### src/rtl/coeff_ctrl_pkg.sv
// Shared types and widths for the coefficient reload controller.
// range_ok() decides whether a reload request fits inside the coefficient RAM.
package coeff_ctrl_pkg;

  localparam int DATA_W  = 4;
  localparam int COEFF_W = 8;
  localparam int ADDR_W  = 7;
  localparam int LEN_W   = 8;

  typedef enum logic [1:0] {
    IDLE   = 2'd0,
    DRAIN  = 2'd1,
    LOAD   = 2'd2,
    SETTLE = 2'd3
  } state_t;

  // Sum is formed one bit wider than the length so base+len cannot wrap.
  function automatic logic range_ok(input logic [ADDR_W-1:0] base,
                                    input logic [LEN_W-1:0]  len,
                                    input int                num_taps);
    logic [LEN_W:0] end_addr;
    end_addr = {2'b00, base} + {1'b0, len};
    return (len != '0) && (int'(len) <= num_taps) && (int'(end_addr) <= num_taps);
  endfunction

endpackage

### src/rtl/coeff_load_ctrl.sv
// Gates the sample path, drains the filter, then streams cfg_len coefficients into RAM.
// Samples forwarded with 1-cycle latency in IDLE; cfg_ready only in LOAD, stalls unbounded.
module coeff_load_ctrl
  import coeff_ctrl_pkg::*;
#(
  parameter int NUM_TAPS     = 128,
  parameter int DRAIN_CYCLES = 8
) (
  input  logic               clk,
  input  logic               rst,
  input  logic               cfg_start,
  input  logic [ADDR_W-1:0]  cfg_base,
  input  logic [LEN_W-1:0]   cfg_len,
  input  logic               cfg_valid,
  input  logic [COEFF_W-1:0] cfg_data,
  output logic               cfg_ready,
  output logic               cfg_busy,
  output logic               cfg_done,
  output logic               cfg_err,
  input  logic [DATA_W-1:0]  s_data,
  input  logic               s_valid,
  output logic               s_ready,
  output logic [DATA_W-1:0]  f_data_in,
  output logic               f_data_valid,
  output logic               f_coeff_we,
  output logic [ADDR_W-1:0]  f_coeff_addr,
  output logic [COEFF_W-1:0] f_coeff_data
);

  localparam int DCNT_W = (DRAIN_CYCLES > 1) ? $clog2(DRAIN_CYCLES) : 1;
  localparam logic [DCNT_W-1:0] DRAIN_LAST = DCNT_W'((DRAIN_CYCLES > 0) ? DRAIN_CYCLES - 1 : 0);

  state_t              state;
  logic [DCNT_W-1:0]   drain_cnt;
  logic [ADDR_W-1:0]   base_q;
  logic [LEN_W-1:0]    len_q;
  logic [LEN_W-1:0]    idx;

  // Handshake strobes decode straight from the state register.
  assign s_ready   = (state == IDLE);
  assign cfg_ready = (state == LOAD);
  assign cfg_busy  = (state != IDLE);

  always_ff @(posedge clk) begin
    if (rst) begin
      state        <= IDLE;
      drain_cnt    <= '0;
      base_q       <= '0;
      len_q        <= '0;
      idx          <= '0;
      f_data_in    <= '0;
      f_data_valid <= 1'b0;
      f_coeff_we   <= 1'b0;
      f_coeff_addr <= '0;
      f_coeff_data <= '0;
      cfg_done     <= 1'b0;
      cfg_err      <= 1'b0;
    end else begin
      // A sample taken in the same cycle as cfg_start still reaches the filter.
      f_data_valid <= s_valid && s_ready;
      if (s_ready) begin
        f_data_in <= s_data;
      end
      f_coeff_we <= 1'b0;
      cfg_done   <= 1'b0;
      cfg_err    <= 1'b0;

      case (state)
        IDLE: begin
          if (cfg_start) begin
            if (range_ok(cfg_base, cfg_len, NUM_TAPS)) begin
              base_q    <= cfg_base;
              len_q     <= cfg_len;
              idx       <= '0;
              drain_cnt <= '0;
              state     <= (DRAIN_CYCLES == 0) ? LOAD : DRAIN;
            end else begin
              cfg_err <= 1'b1;
            end
          end
        end

        DRAIN: begin
          if (drain_cnt == DRAIN_LAST) begin
            state <= LOAD;
          end else begin
            drain_cnt <= drain_cnt + 1'b1;
          end
        end

        LOAD: begin
          if (cfg_valid) begin
            f_coeff_we   <= 1'b1;
            f_coeff_addr <= ADDR_W'({1'b0, base_q} + idx);
            f_coeff_data <= cfg_data;
            idx          <= idx + 1'b1;
            if (idx == len_q - 1'b1) begin
              state <= SETTLE;
            end
          end
        end

        SETTLE: begin
          cfg_done <= 1'b1;
          state    <= IDLE;
        end

        default: state <= IDLE;
      endcase
    end
  end

endmodule

### config.mk
export PLATFORM = sky130hd
export DESIGN_NAME = coeff_load_ctrl
export DESIGN_NICKNAME = d
export VERILOG_FILES = /design/src/rtl/coeff_ctrl_pkg.sv /design/src/rtl/coeff_load_ctrl.sv
export SDC_FILE = /design/constraint.sdc
export NUM_CORES = 1
export LEC_CHECK = 0
export ABC_CLOCK_PERIOD_IN_PS = 2750
export CAP_MARGIN = 20
export CORE_ASPECT_RATIO = 0.75
export CORE_MARGIN = 1
export CORE_UTILIZATION = 30
export DETAILED_ROUTE_END_ITERATION = 12
export PLACE_DENSITY = 0.51
export SLEW_MARGIN = 10
export SYNTH_ARGS = -nofsm -noshare
export SYNTH_HDL_FRONTEND = slang
export SYNTH_SLANG_ARGS = --single-unit
### constraint.sdc
create_clock -name clk -period 2.75 [get_ports clk]
set_input_delay 0.4125 -clock clk [delete_from_list [all_inputs] [get_ports clk]]
set_output_delay 0.4125 -clock clk [all_outputs]
set_load 0.03 [all_outputs]
==> impl_metrics.toml <==
[outcome]
status = "finished clean"

[die]
fp.dieW_microns = 119
fp-row-count = 31
initial_core_util_pct = 31.3
die_area_sq_um = 10700
fp.coreArea_sq_um = 9810
pin_count = 58
die_h_microns = 89.7

[cts]
cts_tree = "done"
root_buffer = "clkbuf_16"
cts.clk_slew.worst_paths_ns = 0.07
numCtsBuffers = 5
postCtsHoldBufs = 0
cts_buffer_depth = 2
clock_sinks = 51
clk_latency_ns = 0.30
htreeDepth = 2

[synthesis]
synthTopCellsByArea = "dfxtp_1 (33%), ha_1 (8.5%), a21oi_1 (6.0%)"
synth_xor_area_share_pct = 5.13
synth_edf_count = 0
synth-adder-area-share_pct = 9.85
synthFlopType = "dfxtp_1"
ys_seq_elements = 51
netlist_instances = 362
yosysTopAreaCell = "dfxtp_1"
yosysWarnings = 0
synth_area_sq_um = 3080
synth-compound-area-share_pct = 24.2
synth_async_sr_flop_share_pct = 0
yosysSeqAreaShare_pct = 33.2
avgSynthCellArea_sq_um = 8.50
yosysMostFrequentCell = "dfxtp_1"
yosys-top-cells-count = "dfxtp_1 (51), nand2_1 (39), a21oi_1 (37), nand3_1 (24), o21ai_0 (23)"
synth_top_area_share_pct = 33.2
synthMuxAreaShare_pct = 3.30
yosysUniqueCellTypes = 59
synth_top_family_by_area = "compound AO/OA/AOI/OAI gates"
synth-simple-area-share_pct = 20.2
syn-num-nets = 417

[pwr]
leakage_nw = 1.83
ir_drop_mv = 0.198
power_mw = 1.96
power_density_nw_per_um2 = 440

[final_layout]
final_layout_size_suffix_gt1_share_pct = 20.3
diodes = 0
design_area_sq_um = 4470
syn_to_final_growth_pct = 45.3
nets = 516
instances_no_fill = 594

[global_route]
antenna_found_initial = 0
grt_max_degree = 21
grt_pass1_vias = 2720
track_usage_pct = 16.6
grt_first_pass_wirelength_microns = 13900
overflow = 0

[placed_design]
dpl_cell_area_sq_um = 4100
portBuffers = 57
place_inst = 579
gp_congestion = 0.862
dp_hpwl_microns = 6600

[worst_setup_path]
critical_path_class = "in -> reg"
path_buf_inv = 2
crit_slowest_cell = "clkdlybuf4s50_1"
worstPathMaxFanout = 4
end_kind = "register"
critPathArrivalTime_ns = 2.83
worstPathRequired_ns = 2.94
r2r_slack_ns = 0.34
cp_cell_sequence = "clkdlybuf4s50_1, ha_1, and3_1, a221oi_4, and2b_1, o22ai_4, buf_6, a21oi_2, o311a_1, a31o_1"
cpPeakStageDelay_ns = 0.47
cp_top_family = "compound AO/OA/AOI/OAI gates"
crit_path_start_kind = "input port"

[routing]
drc_errors = 0
via_count = 2968
routed-wl-met2_microns = 3610
met1Wirelength_microns = 4470
via_per_inst = 5.00
dr.first_iter.drc_count = 161
routed_wl_microns = 8680
top_layer = "met4"
drtPass1Iterations = 4
final_antenna_net_count = 0
routed-wl-met3_microns = 538
avgRoutedWirePerCell_microns = 14.6

[min_path]
hold_path.class = "reg -> reg"

[sta]
maxSlewViolCount = 0
rsz0062_at_grt = "no"
worstMarginPinSlew_ns = 0.553
fin_setup_tns_ns = 0
clock.fmax_ghz = 0.379
finalCritPeriodShare_pct = 95.9
clock_skew_ns = 0.00578
setup_viol = 0
hold_ws_ns = 0.449
hold_viol_final = 0
slew_headroom_pct = 62.2
fin_crit_ns = 2.64

[run]
maxCapViolations = 0
## layout make-up
type / count / area (sq um)
clock buffer: 7 / 153
sequential: 51 / 1020
fill: 987 / 5350
timing repair buffer: 108 / 995
tap: 132 / 165
clock inverter: 1 / 7.51
inverter: 15 / 56.3
multi-input combinational: 280 / 2070
## path summary, 6_finish.rpt
path / from / endpoint / cells after the start
setup / recovery: cfg_base[5] / idx[2] / 10
hold / removal: f_coeff_addr[3] / f_coeff_addr[3] / 2
setup reg to reg: len_q[0] / state[1] / 10
hold reg to reg: f_coeff_addr[3] / f_coeff_addr[3] / 2
## registers in the layout (all words and copies together) (netlist names)
| signal | cells |
|---|---|
| drain_cnt | 3 |
| len_q | 8 |
| cfg_done | 1 |
| idx | 8 |
| f_coeff_we | 1 |
| state | 2 |
| f_coeff_addr | 7 |
| f_coeff_data | 8 |
| cfg_err | 1 |
| f_data_valid | 1 |
| base_q | 7 |
| f_data_in | 4 |
## power by group
part	switching [mW]	internal (mW)	total (mW)	leakage, nW
registers	0.0133	0.757	0.770	0.413
clock network	0.288	0.388	0.675	0.0761
logic	0.267	0.251	0.518	1.34
## cell usage in the layout, fill, tap and decap left out, types with 3 or more instances in the layout
cell type        instances
o31ai_1                  3
nand2_1                 39
inv_1                   14
o21ai_0                 13
xnor2_1                  9
a21o_1                   7
dlygate4sd2_1            3
nand2b_1                 3
a21oi_2                  4
dlymetal6s2s_1           6
nor2b_1                  7
xor2_1                   9
clkdlybuf4s50_1         46
clkbuf_16                5
mux2i_1                  9
o21ba_2                  3
buf_6                    4
nor2_1                  19
o21ai_1                  9
a21oi_1                 33
ha_4                     4
ha_1                    17
or3_1                    4
dfxtp_1                 51
nor3_1                   6
nand3_1                 23
and3_1                   7
buf_4                   45
## per-stage QoR
stage,worst slack (ns),util [%]
CTS,-0.0230,43.9
floorplan,0.0234,-
detailed placement,-0.575,41.8
finish,0.113,45.5
global placement,-0.538,41.8
global route,0.0414,45.5
## kinds of logic after synthesis
kind of cell,count (synthesis)
adders and majority gates,23
DFF,51
AOI/OAI and AO/OA,107
buffers and inverters,31
and+or+nand+nor,122
xor gates and xnor gates,18
muxes,10
## timing repair
item	CTS	global route
pin swaps	4	9
setup buffers	2	4
gates cloned	0	1
gates resized for setup	12	42
endpoints found under the setup margin	28	28
## worst min-delay path, cell delays in order (launching register included)
cell,delay (ns)
dfxtp_1,0.31
nand2_1,0.05
a21oi_1,0.05
## routing by layer
layer / GRT usage [%] / vias to the layer above
met5: 0 / -
met3: 3.60 / 4
li1: - / 1507
met2: 24.6 / 64
met1: 24.5 / 1393
met4: 3.45 / 0
No activity file was read; power rests on OpenSTA's default activity.
